==> src/rtl/stopwatch.sv <==
// ---------------------------------------------------------------------------
// stopwatch -- elapsed-time peripheral on the nano6502 register bus.
//
// The CPU starts and stops a centisecond counter and reads it back through a
// snapshot register, so a 16-bit value is never torn across two 8-bit reads.
// A count wrap sets a sticky overflow flag, which can optionally drive an
// interrupt.
//
// Optional feature macro: STOPWATCH_IRQ_EN (adds register 06 irq_en and a
// registered irq_n_o; without it irq_n_o is tied high).
//
// Parameters:
//   CLK_FRE      system clock frequency in Hz
//   CS_DELAY     clock cycles per centisecond tick (2 .. 2^18-1)
// Ports:
//   clk_i        system clock, rising edge
//   rst_n_i      asynchronous active-low reset
//   R_W_n        bus direction, 1 = read, 0 = write
//   reg_addr_i   register select
//   data_i       write data
//   stopwatch_cs chip select, one clock per bus access
//   data_o       read data, combinational from reg_addr_i
//   irq_n_o      active-low interrupt request
// ---------------------------------------------------------------------------
module stopwatch #(
    parameter int CLK_FRE  = 25_175_000,
    parameter int CS_DELAY = CLK_FRE / 100
) (
    input  logic       clk_i,
    input  logic       rst_n_i,
    input  logic       R_W_n,
    input  logic [2:0] reg_addr_i,
    input  logic [7:0] data_i,
    input  logic       stopwatch_cs,
    output logic [7:0] data_o,
    output logic       irq_n_o
);

    localparam logic [17:0] PRESC_MAX = 18'(CS_DELAY - 1);

    typedef enum logic {
        IDLE    = 1'b0,
        RUNNING = 1'b1
    } state_t;

    state_t      state_r;
    state_t      state_nxt_s;
    logic [17:0] prescaler_r;
    logic [17:0] prescaler_nxt_s;
    logic [15:0] count_r;
    logic [15:0] count_nxt_s;
    logic [15:0] count_inc_s;
    logic [15:0] snapshot_r;
    logic        ovf_r;
    logic        irq_en_s;
    logic [7:0]  rd_data_s;

    logic wr_s;
    logic start_s;
    logic stop_s;
    logic latch_s;
    logic clr_s;
    logic running_s;
    logic tick_s;
    logic wrap_s;

    // data_i bits are only partly consumed depending on configuration
    logic unused_s;
    assign unused_s = ^data_i;

    assign wr_s      = stopwatch_cs && !R_W_n;
    assign start_s   = wr_s && (reg_addr_i == 3'd1);
    assign stop_s    = wr_s && (reg_addr_i == 3'd2);
    assign latch_s   = wr_s && (reg_addr_i == 3'd3);
    assign clr_s     = wr_s && (reg_addr_i == 3'd0);
    assign running_s = (state_r == RUNNING);
    assign tick_s    = running_s && (prescaler_r == PRESC_MAX);
    assign wrap_s    = tick_s && (count_r == 16'hFFFF);
    // Post-edge count if no start occurs; used by stop so a same-edge tick is kept
    assign count_inc_s = tick_s ? (count_r + 16'd1) : count_r;

    // Next-state logic for the IDLE/RUNNING controller
    always_comb begin
        state_nxt_s = state_r;
        case (state_r)
            IDLE: begin
                if (start_s) begin
                    state_nxt_s = RUNNING;
                end else begin
                    state_nxt_s = IDLE;
                end
            end
            RUNNING: begin
                if (start_s) begin
                    state_nxt_s = RUNNING;
                end else if (stop_s) begin
                    state_nxt_s = IDLE;
                end else begin
                    state_nxt_s = RUNNING;
                end
            end
            default: state_nxt_s = IDLE;
        endcase
    end

    // Next prescaler and count: start restarts both, otherwise tick-driven
    always_comb begin
        prescaler_nxt_s = prescaler_r;
        count_nxt_s     = count_r;
        if (start_s) begin
            prescaler_nxt_s = 18'd0;
            count_nxt_s     = 16'd0;
        end else if (tick_s) begin
            prescaler_nxt_s = 18'd0;
            count_nxt_s     = count_inc_s;
        end else if (running_s) begin
            prescaler_nxt_s = prescaler_r + 18'd1;
        end else begin
            prescaler_nxt_s = prescaler_r;
        end
    end

    // State, prescaler, count, snapshot and overflow registers
    always_ff @(posedge clk_i or negedge rst_n_i) begin
        if (!rst_n_i) begin
            state_r     <= IDLE;
            prescaler_r <= 18'd0;
            count_r     <= 16'd0;
            snapshot_r  <= 16'd0;
            ovf_r       <= 1'b0;
        end else begin
            state_r     <= state_nxt_s;
            prescaler_r <= prescaler_nxt_s;
            count_r     <= count_nxt_s;
            // Stop captures the post-edge value; latch captures the old value
            if (stop_s) begin
                snapshot_r <= count_inc_s;
            end else if (latch_s) begin
                snapshot_r <= count_r;
            end
            // A wrap beats a same-cycle clear so an overflow is never lost
            if (start_s) begin
                ovf_r <= 1'b0;
            end else if (wrap_s) begin
                ovf_r <= 1'b1;
            end else if (clr_s) begin
                ovf_r <= 1'b0;
            end
        end
    end

`ifdef STOPWATCH_IRQ_EN
    logic irq_en_r;
    logic irq_n_r;

    // Interrupt enable register and registered interrupt output
    always_ff @(posedge clk_i or negedge rst_n_i) begin
        if (!rst_n_i) begin
            irq_en_r <= 1'b0;
            irq_n_r  <= 1'b1;
        end else begin
            if (wr_s && (reg_addr_i == 3'd6)) begin
                irq_en_r <= data_i[0];
            end
            irq_n_r <= !(ovf_r && irq_en_r);
        end
    end

    assign irq_en_s = irq_en_r;
    assign irq_n_o  = irq_n_r;
`else
    assign irq_en_s = 1'b0;
    assign irq_n_o  = 1'b1;
`endif

    // Read multiplexer; reads have no side effects
    always_comb begin
        rd_data_s = 8'h00;
        case (reg_addr_i)
            3'd0:    rd_data_s = {6'd0, ovf_r, running_s};
            3'd4:    rd_data_s = snapshot_r[7:0];
            3'd5:    rd_data_s = snapshot_r[15:8];
            3'd6:    rd_data_s = {7'd0, irq_en_s};
            default: rd_data_s = 8'h00;
        endcase
    end

    assign data_o = rd_data_s;

endmodule

==> config.mk <==
export PLATFORM = sky130hd
export DESIGN_NAME = stopwatch
export DESIGN_NICKNAME = d
export VERILOG_FILES = /design/src/rtl/stopwatch.sv
export SDC_FILE = /design/constraint.sdc
export NUM_CORES = 1
export LEC_CHECK = 0
export CAP_MARGIN = 20
export CORE_MARGIN = 2
export CORE_UTILIZATION = 52
export DETAILED_ROUTE_END_ITERATION = 6
export PLACE_DENSITY = 0.74
export SLEW_MARGIN = 25
export SYNTH_ARGS = -nofsm -noshare
export SYNTH_HDL_FRONTEND = slang
export SYNTH_SLANG_ARGS = --single-unit
==> constraint.sdc <==
create_clock -name clk_i -period 2.4 [get_ports clk_i]
set_clock_uncertainty 0.2 [all_clocks]
set_input_delay 0.48 -clock clk_i [delete_from_list [all_inputs] [get_ports clk_i]]
set_output_delay 0.48 -clock clk_i [all_outputs]
set_load 0.01 [all_outputs]
Word level (Yosys, flattened, before mapping)

Index checks and enable logic that the tools add are counted.

Equal/unequal tests: 7
Add/sub/neg operators: 2
Reduce and logical (&&, ||, !) cells: 13
Bitwise logic cells: 1
Mux-type cells: 16

Operators by type and width:

| cell                    | count |
|---|---|
| $mux W16                | 5 |
| $mux W18                | 3 |
| $pmux W8 S3             | 1 |
| $add A18 B1 Y18 const B | 1 |
| $eq A18 B18 Y1 const B  | 1 |
| $add A16 B1 Y16 const B | 1 |
| $eq A16 B16 Y1 const B  | 1 |
| $logic_and A1 B1 Y1     | 7 |
| $eq A3 B2 Y1 const B    | 2 |
| $eq A3 B3 Y1 const B    | 2 |
| $mux W1                 | 6 |
| $reduce_bool A3 Y1      | 2 |
| $reduce_bool A2 Y1      | 2 |
| $eq A3 B1 Y1 const B    | 1 |
| $logic_not A3 Y1        | 1 |
| $pmux W1 S2             | 1 |
| $logic_not A1 Y1        | 1 |
| $not A1 Y1              | 1 |

Input port bits: 15
Register bits: 52
Output and inout port bits: 9

Longest topological paths before layout

Gate-level depths: netlist of the first run.

Depth after elaboration: 6
Gate-level depth with buffers: 8
Gate-level depth less buffers: 7

Least setup slack after synthesis of the first run

Ideal clock, no wire load.

Path type: input to register
Start: input port reg_addr_i[2]
End: register prescaler_r[7]
Path slack: 289 ps
Stages: 6
Library setup time: 119 ps
Data required time: 2,081 ps
Arrival: 1,792 ps
Path through: buf_2 or4b_1 o21ai_2 and2b_1 xnor2_1 nor2_1

Longest elaborated chain between the ends: 3
Elaborated cells on any way between the ends: 4

Ends and longest elaborated chain:

| element                                                                | line | source |
|---|---|---|
| start: declaration                                                     | 32   | `input logic [2:0] reg_addr_i,` |
| $eq A3 B1 Y1 *                                                         | 72   | `assign start_s = wr_s && (reg_addr_i == 3'd1);` |
| $logic_and A1 B1 Y1 *                                                  | 72   |  |
| $reduce_bool A3 Y1 (no source line) / $mux W18 (equally long branches) | -    |  |
| end signal: assignment                                                 | 133  | `prescaler_r <= prescaler_nxt_s;` |
| end: declaration                                                       | 48   | `logic [17:0] prescaler_r;` |

Every way passes the cells marked *; elsewhere a longest branch is shown, timed or not.
A chain may end at the register's enable or synchronous reset.

Final worst setup path of the first run

Start: register prescaler_r[1]
End: register snapshot_r[7]

Longest elaborated chain between the ends: 4

Ends and longest elaborated chain:

| element                | line | source |
|---|---|---|
| $eq A18 B18 Y1         | 77   | `assign tick_s = running_s && (prescaler_r == PRESC_MAX);` |
| $logic_and A1 B1 Y1    | 77   |  |
| $mux W16               | 80   | `assign count_inc_s = tick_s ? (count_r + 16'd1) : count_r;` |
| $mux W16               | 136  | `if (stop_s) begin` |
| end signal: assignment | 137  | `snapshot_r <= count_inc_s;` |
| end signal: assignment | 139  | `snapshot_r <= count_r;` |
| end: declaration       | 53   | `logic [15:0] snapshot_r;` |

No other way between the ends.

==> run metrics, run 1 <==
number of port buffers=14; worst-skew pair later-pin latency=0.31 ns; Initial DRC Count=162; gr usage total=approximately a fifth; worst-margin pin slew=0.529 ns; HP Start=snapshot_r[14]$_DFFE_PN0P_; DRC violations left=0; Final Hold Violating Endpoints=0; post-DR wirelength/cell=14.4 um; Nets=358; FFs w/ async S/R, synth=100%; Distinct cells, synth=42; average size of a mapped cell=around 9.4 um^2; CP arrival=around 2.2 ns; CTS tree=built; most common cell after layout, fill and taps aside=dfrtp_1; crit end category=flop; fin. max-slew vios=0; Synth Flop Type=dfrtp_1; largest cells by area after synthesis=dfrtp_1 44%, xor2_1 11%, nor2_1 6.2%, nand4_1 5.5%, mux2i_1 4.1%; Bufs on Longest Clock Path=2; grt ovf=0; die area=~0.0063 mm^2; Worst path max stage delay=0.43 ns; outcome=completed; share of post-route cells with drive strength above 1=between 10% and 20%; Area Overhead vs Synth=15.3%; Hold Path Cell Cnt=2; number of max-cap violations=0; Fillers=472; crit-path cells=inv_1 > ha_1 > nand4b_1 > nor4_4 > buf_12 > nand4_1 > xor2_1 > o21ai_0; Final GP Congestion=0.801; Post-synth EDFFs=0; final setup vio count=0; Worst Path Required=2.40 ns; DRT Pass-1 Iters=4; initial antenna violation count=0; clk slew on worst S/H paths=roughly 0.10 ns; multi-input logic area=0.00156 mm^2; R2R Path End=snapshot_r[7]$_DFFE_PN0P_; DP HPWL=4.20 mm; sequential area share after synthesis=between 40% and 50%; r2r startpoint=prescaler_r[1]$_DFFE_PN0P_; Clock Sinks=52; Synth area leader=dfrtp_1; crit path buf inv count=2; first-pass GRT wire length=10.3 mm; Tcrit/Tclk final=about nine tenths; largest net degree at the start of global routing=35; min Tclk post-route=between 2 and 2.5 ns; Crit Path Max Fanout=34; number of CTS-inserted buffers=5; fin util=between 60% and 70%; Worst path slowest cell=dfrtp_1; Post-CTS Setup Bufs=0; H-tree levels=2; Tightest Hold Check Type=flop to flop; # diodes=0; area of the core=0.00551 mm^2; antenna viol nets, final=0; cell row count=27; Yosys Warn Count=0; post-synth top area share=43.9%; vias in the first global route=between 2,000 and 2,500; most frequent cells in the layout=52 x dfrtp_1, 49 x nor2_1, 38 x xor2_1, 26 x nand4_1, 25 x nand2_1; net count after synthesis=333; CP Class=flop to flop; CP top delay family=simple AND/OR/NAND/NOR gates; Vias/cell=5.47; Post-Syn Area=0.00296 mm^2; synthesized flop and latch total=52; Max Freq=roughly 460 MHz; Worst Hold End=snapshot_r[14]$_DFFE_PN0P_; R2R setup slack=0.23 ns; Initial Util=53.8%; Reg2Reg Depth=8; slew margin rel.=64.7%; via count=approximately 2,300; Die H=79.5 um; post-synthesis cell count=315; detailed-route wire length=~6.0 mm; Chip Width=79.5 um; I/O pin cnt=24; Pleak=~1.5 nW; Power per Cell Area=640 mW/mm^2; RSZ-0062 raised after global routing=no; maximum VDD drop=258 uV; CP startpoint kind=flop; Register Area=0.00130 mm^2; Total Power=2.19 mW; critical path launch point=prescaler_r[1]$_DFFE_PN0P_; CTS Root Cell=clkbuf_8
==> stage by stage <==
stage          instances  setup WS (ns)  TNS [ns]  area [um^2]  hold WS [ns]
2_1_floorplan        315          0.289         0         2960       -0.0156
3_3_place_gp         404         -0.297     -4.23         3300         0.262
3_5_place_dp         404         -0.336     -4.73         3300         0.271
4_1_cts              413         0.0626         0         3420         0.294
5_1_grt              413         0.0872         0         3420         0.317
6_report             413          0.230         0         3420         0.287
==> worst max-delay path by stage <==
stage	end	slack, ns	cells past startpoint
after CTS	data_o[1]	0.06	6
after floorplan	prescaler_r[7]$_DFFE_PN0P_	0.29	6
after global routing	prescaler_r[13]$_DFFE_PN0P_	0.09	9
final	snapshot_r[7]$_DFFE_PN0P_	0.23	8
after global placement	data_o[0]	-0.30	6
after detailed placement	data_o[1]	-0.34	6
==> cells in the mapped netlist (all sizes together) (2+ instances only) <==
library cell and number:
ha 3, a31oi 2, nor4b 2, inv 3
nor2 49, nand2 25, and3 6, nor3 4
xnor2 7, nor4 4, dfrtp 52, xor2 38
nand3b 4, o21ai 18, and4 2, clkbuf 9
nand3 20, a21oi 8, buf 7, mux2i 12
and2 3, nand2b 2, nand4 26
==> power by group <==
| part | internal, mW | total, mW | leakage, nW | switching (mW) |
|---|---|---|---|---|
| clock network | 0.314 | 0.618 | 0.0548 | 0.304 |
| registers | 1.02 | 1.18 | 0.680 | 0.157 |
| logic | 0.187 | 0.388 | 0.789 | 0.201 |
| total | 1.53 | 2.19 | 1.52 | 0.662 |
==> state kept, by name, summed over array words and instances (netlist names) <==
| name | count |
|---|---|
| count_r | 16 |
| ovf_r | 1 |
| prescaler_r | 18 |
| running_s | 1 |
| snapshot_r | 16 |
==> cell type report <==
class                   instances  share of cell area [%]
clock inverters                 3                    1.35
flip-flops and latches         52                    38.1
repair buffers                 34                    9.96
well taps                      72                    2.64
clock buffers                   5                    2.01
multi-input cells             244                    45.6
inverters                       3                   0.329
==> worst min-delay path, cell delays in order (launching register included) <==
cell,delay (ns)
dfrtp_1,0.36
nand2_1,0.04
o21ai_0,0.06
==> layer usage <==
metal  vias to the layer above  wire, um  part of all wire [%]  global-route usage, %
met5                         -         0                     0                      0
met4                         0        63                   1.1                   7.24
met3                         4       195                   3.3                   3.39
met2                        44      2680                    45                   31.6
met1                      1073      3020                    51                   30.2
li1                       1137         -                     -                      -
==> logic make-up after synthesis <==
family	count (synthesis)	share of synthesized area, %
AOI/OAI and AO/OA	28	4.94
xor gates and xnor gates	45	13.3
adders and majority gates	3	1.27
buffers and inverters	19	3.71
DFF	52	43.9
muxes	12	4.05
other	1	0.127
and+or+nand+nor	155	28.7
==> repair_timing <==
action,CTS,global route
gates resized for setup,13,3
hold buffers,1,0
hold endpoints to repair,21,0
endpoints found under the setup margin,8,4
cloned,0,0
Power figures use the tool's default switching activity.
==> run 2, diff against run 1 <==
--- a/config.mk
+++ b/config.mk
@@ -6,10 +6,11 @@
 export NUM_CORES = 1
 export LEC_CHECK = 0
 export CAP_MARGIN = 20
+export CORE_ASPECT_RATIO = 0.9
 export CORE_MARGIN = 2
-export CORE_UTILIZATION = 52
+export CORE_UTILIZATION = 58
 export DETAILED_ROUTE_END_ITERATION = 6
-export PLACE_DENSITY = 0.74
+export PLACE_DENSITY = 0.81
 export SLEW_MARGIN = 25
 export SYNTH_ARGS = -nofsm -noshare
 export SYNTH_HDL_FRONTEND = slang
==> run 2 against run 1 <==
The run now ends with negative setup slack left. Critical path type is now input port to output port. Via count rose by 4.5%. Wire length rose by 2.8%. Cell count is 1.7% lower. Clock-buffer cell count is the same. Total power down 3.6%. Global-route usage up 2.7 points. Maximum frequency fell by 9.6%. Combinational power up 2%. Largest power group unchanged.
==> run metrics, run 2 (synthesis gave the netlist of run 1 again) <==
outcome=finished, violations left (was completed); failing checks=negative setup slack; fin. max-slew vios=0 (unchanged); number of max-cap violations=0 (unchanged); most frequent cells in the layout=52 x dfrtp_1, 49 x nor2_1, 38 x xor2_1, 26 x nand4_1, 25 x nand2_1 (unchanged); Vias/cell=5.81 (was 5.47); Initial Util=60.6% (was 53.8%); grt ovf=0 (unchanged); DP HPWL=4.36 mm (was 4.20 mm); Final GP Congestion=0.863 (was 0.801); number of port buffers=14 (unchanged); placed instance area=0.00327 mm^2 (was 0.00330 mm^2); Bufs on Longest Clock Path=2 (unchanged); antenna viol nets, final=0 (unchanged); crit end category=output port (was flop); placed cell count=398 (was 404); via count=2,359 (was 2,258); Area Overhead vs Synth=13.6% (was 15.3%); Biggest register=prescaler_r (unchanged); slew margin rel.=58.1% (was 64.7%); Register Area=0.00130 mm^2 (unchanged); Max Freq=417 MHz (was 461 MHz); area of the core=0.00489 mm^2 (was 0.00551 mm^2); fin util=68.8% (was 62.1%); Worst path slowest cell=clkdlybuf4s50_1 (was dfrtp_1); crit-path cells=clkdlybuf4s50_1 > buf_4 > mux2i_2 > nor2_1 > dlygate4sd2_1 (was inv_1 > ha_1 > nand4b_1 > nor4_4 > buf_12 > nand4_1 > xor2_1 > o21ai_0); vias in the first global route=2,200 (was 2,198); Initial DRC Count=234 (was 162); CP arrival=1.72 ns (was 2.17 ns); share of post-route cells with drive strength above 1=12.3% (was 12.0%); I/O pin cnt=24 (unchanged); Power per Cell Area=626 mW/mm^2 (was 640 mW/mm^2); most common cell after layout, fill and taps aside=dfrtp_1 (unchanged); RSZ-0062 raised after global routing=yes (was no); H-tree levels=2 (unchanged); CTS tree=built (unchanged); Final Hold Violating Endpoints=0 (unchanged); CP startpoint kind=input port (was flop); gr usage total=23.5% (was 20.8%); die area=0.00570 mm^2 (was 0.00632 mm^2); CP Class=input port to output port (was flop to flop); Pleak=1.50 nW (was 1.52 nW); PnR worst setup slack=-0.000609 ns (was 0.230 ns); Tcrit/Tclk final=100% (was 90.4%); Chip Width=79.4 um (was 79.5 um); Worst Path Required=1.72 ns (was 2.40 ns); worst-skew pair later-pin latency=0.32 ns (was 0.31 ns); Largest regs=prescaler_r x18, count_r x16, snapshot_r x16 (unchanged); number of CTS-inserted buffers=5 (unchanged); Clock Sinks=52 (unchanged); # diodes=0 (unchanged); DRT Pass-1 Iters=5 (was 4); initial antenna violation count=0 (unchanged); cell row count=24 (was 27); Crit Path Max Fanout=4 (was 34); Nets=358 (unchanged); cts hold-fix bufs=0 (was 1); detailed-route wire length=6.12 mm (was 5.95 mm); Fillers=344 (was 472); maximum VDD drop=371 uV (was 258 uV); largest net degree at the start of global routing=53 (was 35); total negative slack=-0.000609 ns (was 0 ns); Post-CTS Setup Bufs=0 (unchanged); Post-Place Setup Slack=-0.336 ns (about the same); Tightest Hold Check Type=input port to async pin (was flop to flop); max reg flops=18 (unchanged); min Tclk post-route=2.40 ns (was 2.17 ns); clk slew on worst S/H paths=0.10 ns (about the same); post-DR wirelength/cell=15.1 um (was 14.4 um); worst-margin pin slew=0.629 ns (was 0.529 ns); Worst path max stage delay=0.50 ns (was 0.43 ns); non-filler cells, final=406 (was 413); first-pass GRT wire length=10.4 mm (was 10.3 mm); CTS Root Cell=clkbuf_8 (unchanged); Die H=71.8 um (was 79.5 um); Reg2Reg Depth=5 (was 8); Final Instance Area=0.00337 mm^2 (was 0.00342 mm^2); final setup vio count=1 (was 0); DRC violations left=0 (unchanged); multi-input logic area=0.00156 mm^2 (about the same)
run 2: stage by stage:
stage,hold WS [ns],power (mW)
5_1_grt,0.123,2.22
3_5_place_dp,0.271,1.60
6_report,0.0583,2.11
4_1_cts,0.0881,2.11
3_3_place_gp,0.264,1.57
2_1_floorplan,-0.0156,1.43
run 2: worst paths after layout:
kind                                                  from                          to  slack [ns]
max in group asynchronous                          rst_n_i     count_r[15]$_DFFE_PN0P_        1.52
min in group clk_i               snapshot_r[7]$_DFFE_PN0P_   snapshot_r[7]$_DFFE_PN0P_        0.29
worst max register to register  prescaler_r[9]$_DFFE_PN0P_  snapshot_r[12]$_DFFE_PN0P_        0.24
worst min-delay path                               rst_n_i  prescaler_r[7]$_DFFE_PN0P_        0.06
worst max-delay path                         reg_addr_i[0]                   data_o[2]     -0.0006
worst min register to register   snapshot_r[7]$_DFFE_PN0P_   snapshot_r[7]$_DFFE_PN0P_        0.29
run 2: area by class of cell:
class	instances	area share [%]
repair buffers	34	9.40
flip-flops and latches	52	38.6
clock inverters	3	0.743
clock buffers	5	2.04
multi-input cells	244	46.4
well taps	65	2.41
inverters	3	0.334
run 2: where the power goes:
group,total (mW),internal (mW),switching [mW],leakage [nW]
clock network,0.526,0.213,0.313,0.0452
logic,0.395,0.188,0.207,0.772
registers,1.19,1.02,0.164,0.680
total,2.11,1.43,0.684,1.50
run 2: per-layer routing:
metal	global-route usage (%)	routed length, um
met3	4.16	276
met4	10.5	131
met5	0	0
met1	34.8	2920
met2	33.9	2790
run 2: timing repair:
action | CTS | global route
setup endpoints to repair | 8 | 2
endpoints found under the hold margin | 0 | 0
gates resized for setup | 12 | 2
run 2: critical path: cells and delay by family:
kind / cells / cell delay [ns]
mux: 1 / 0.24
simple gates: 1 / 0.05
buf+inv: 3 / 0.95
==> run 3, diff against run 2 <==
--- a/config.mk
+++ b/config.mk
@@ -10,7 +10,7 @@
 export CORE_MARGIN = 2
 export CORE_UTILIZATION = 58
 export DETAILED_ROUTE_END_ITERATION = 6
-export PLACE_DENSITY = 0.81
+export PLACE_DENSITY = 0.9
 export SLEW_MARGIN = 25
 export SYNTH_ARGS = -nofsm -noshare
 export SYNTH_HDL_FRONTEND = slang
==> run 3 against run 2 <==
The flow now finishes without violations. Design area grew 0.26%. Worst hold slack gained 0.23 ns. Worst setup slack gained 0.16 ns. Critical path type is now flop to flop. Cell count shrank 0.25%. Total power shrank 0.33%. Clock power shrank 4.9%. Register-to-register slack lost 0.08 ns. Sequential power is essentially flat. Flip-flop and latch count is the same. Critical path depth grew 1.
==> run metrics, run 3 (synthesis gave the netlist of run 1 again) <==
RSZ-0062 raised after global routing=no (was yes); vias in the first global route=2,372 (was 2,200); Clock Sinks=52 (unchanged); most common cell after layout, fill and taps aside=dfrtp_1 (unchanged); CP startpoint kind=flop (was input port); via count=2,496 (was 2,359); Initial DRC Count=259 (was 234); Hold Path Cell Cnt=2; DRC violations left=0 (unchanged); Crit. path cell count=6 (was 5); Post-Place Setup Slack=-0.366 ns (was -0.336 ns); Initial Util=60.6% (unchanged); share of post-route cells with drive strength above 1=12.1% (was 12.3%); Fillers=344 (unchanged); number of max-cap violations=0 (unchanged); Bufs on Longest Clock Path=2 (unchanged); CP top delay family=simple AND/OR/NAND/NOR gates (was buffers and inverters); Worst Path Required=2.39 ns (was 1.72 ns); Power per Cell Area=623 mW/mm^2 (was 626 mW/mm^2); Pleak=1.50 nW (about the same); CP arrival=2.23 ns (was 1.72 ns); H-tree levels=2 (unchanged); Die H=71.8 um (unchanged); fin util=69.0% (was 68.8%); PnR worst setup slack=0.160 ns (was -0.000609 ns); number of CTS-inserted buffers=5 (unchanged); Area Overhead vs Synth=13.9% (was 13.6%); WHS=0.289 ns (was 0.0583 ns); crit path buf inv count=1 (was 3); final setup vio count=0 (was 1); Worst path slowest cell=dfrtp_1 (was clkdlybuf4s50_1); Crit Path Max Fanout=34 (was 4); Tcrit/Tclk final=93.4% (was 100%); Final GP Congestion=0.831 (was 0.863); outcome=completed (was finished, violations left); Chip Width=79.4 um (unchanged); Biggest register=prescaler_r (unchanged); cell row count=24 (unchanged); gr usage total=25.3% (was 23.5%); most frequent cells in the layout=52 x dfrtp_1, 49 x nor2_1, 38 x xor2_1, 26 x nand4_1, 25 x nand2_1 (unchanged); worst-skew pair later-pin latency=0.31 ns (was 0.32 ns); crit-path cells=or3_4 > nor4_4 > buf_12 > nand4_1 > xor2_1 > o21ai_1 (was clkdlybuf4s50_1 > buf_4 > mux2i_2 > nor2_1 > dlygate4sd2_1); area of the core=0.00489 mm^2 (unchanged); I/O pin cnt=24 (unchanged); Reg2Reg Depth=6 (was 5); # diodes=0 (unchanged); placed cell count=396 (was 398); CTS Root Cell=clkbuf_8 (unchanged); CTS tree=built (unchanged); number of port buffers=14 (unchanged); non-filler cells, final=405 (was 406); max reg flops=18 (unchanged); clk slew on worst S/H paths=0.10 ns (about the same); first-pass GRT wire length=11.2 mm (was 10.4 mm); DRT Pass-1 Iters=7 (was 5); multi-input logic area=0.00157 mm^2 (was 0.00156 mm^2); antenna viol nets, final=0 (unchanged); fin. max-slew vios=0 (unchanged); Tightest Hold Check Type=flop to flop (was input port to async pin); min Tclk post-route=2.24 ns (was 2.40 ns); Worst path max stage delay=0.45 ns (was 0.50 ns); Final Hold Violating Endpoints=0 (unchanged); Post-CTS Setup Bufs=0 (unchanged); detailed-route wire length=6.68 mm (was 6.12 mm); Register Area=0.00130 mm^2 (unchanged); Vias/cell=6.16 (was 5.81); Nets=357 (was 358); largest net degree at the start of global routing=53 (unchanged); crit end category=flop (was output port); maximum VDD drop=294 uV (was 371 uV); CP Class=flop to flop (was input port to output port); post-DR wirelength/cell=16.5 um (was 15.1 um); Largest regs=prescaler_r x18, count_r x16, snapshot_r x16 (unchanged); initial antenna violation count=0 (unchanged); die area=0.00570 mm^2 (unchanged); DP HPWL=4.56 mm (was 4.36 mm); Max Freq=446 MHz (was 417 MHz); grt ovf=0 (unchanged)
run 3: path summary, 6_finish.rpt:
path                                              end  slack, ns                       start
hold reg to reg            snapshot_r[14]$_DFFE_PN0P_       0.29  snapshot_r[14]$_DFFE_PN0P_
setup reg to reg           snapshot_r[15]$_DFFE_PN0P_       0.16  prescaler_r[7]$_DFFE_PN0P_
min in group asynchronous  prescaler_r[7]$_DFFE_PN0P_       0.48                     rst_n_i
max in group asynchronous      count_r[2]$_DFFE_PN0P_       1.27                     rst_n_i
hold / removal             snapshot_r[14]$_DFFE_PN0P_       0.29  snapshot_r[14]$_DFFE_PN0P_
setup / recovery           snapshot_r[15]$_DFFE_PN0P_       0.16  prescaler_r[7]$_DFFE_PN0P_
run 3: power by group:
part,switching [mW],internal (mW),total [mW]
Sequential,0.171,1.02,1.20
Combinational,0.217,0.190,0.407
Clock,0.292,0.208,0.500
run 3: worst reg2reg max path, delay by kind of cell, from the launching register on:
family	cells	cell delay (ns)
buffers and inverters	1	0.23
XOR/XNOR	1	0.24
flip-flops	1	0.45
AND/OR/NAND/NOR	3	0.90
AO/OA/AOI/OAI	1	0.10
run 3: through the flow:
| step | setup TNS (ns) | area [um^2] | power [mW] |
|---|---|---|---|
| 2_1_floorplan | 0 | 2960 | 1.43 |
| 3_3_place_gp | -4.14 | 3270 | 1.57 |
| 3_5_place_dp | -5.99 | 3270 | 1.61 |
| 4_1_cts | 0 | 3360 | 2.09 |
| 5_1_grt | 0 | 3380 | 2.21 |
| 6_report | 0 | 3380 | 2.10 |
run 3: layout make-up:
class / instances / area share [%]
clock inverter: 2 / 0.482
timing repair buffer: 33 / 9.60
inverter: 3 / 0.333
clock buffer: 6 / 2.15
multi-input combinational: 244 / 46.5
tap: 65 / 2.41
sequential: 52 / 38.5
run 3: what timing repair did:
action / CTS / global route
resized for setup: 12 / 7
hold buffers: 1 / 0
endpoints found under the setup margin: 8 / 5
hold endpoints to repair: 52 / 0
run 3: metal layers:
layer  global-route usage, %  up-vias  wire, um
li1                        -     1142         -
met3                    4.91       15       476
met1                    34.8     1218      2910
met2                    41.2      121      3170
met5                       0        -         0
met4                    7.47        0       134
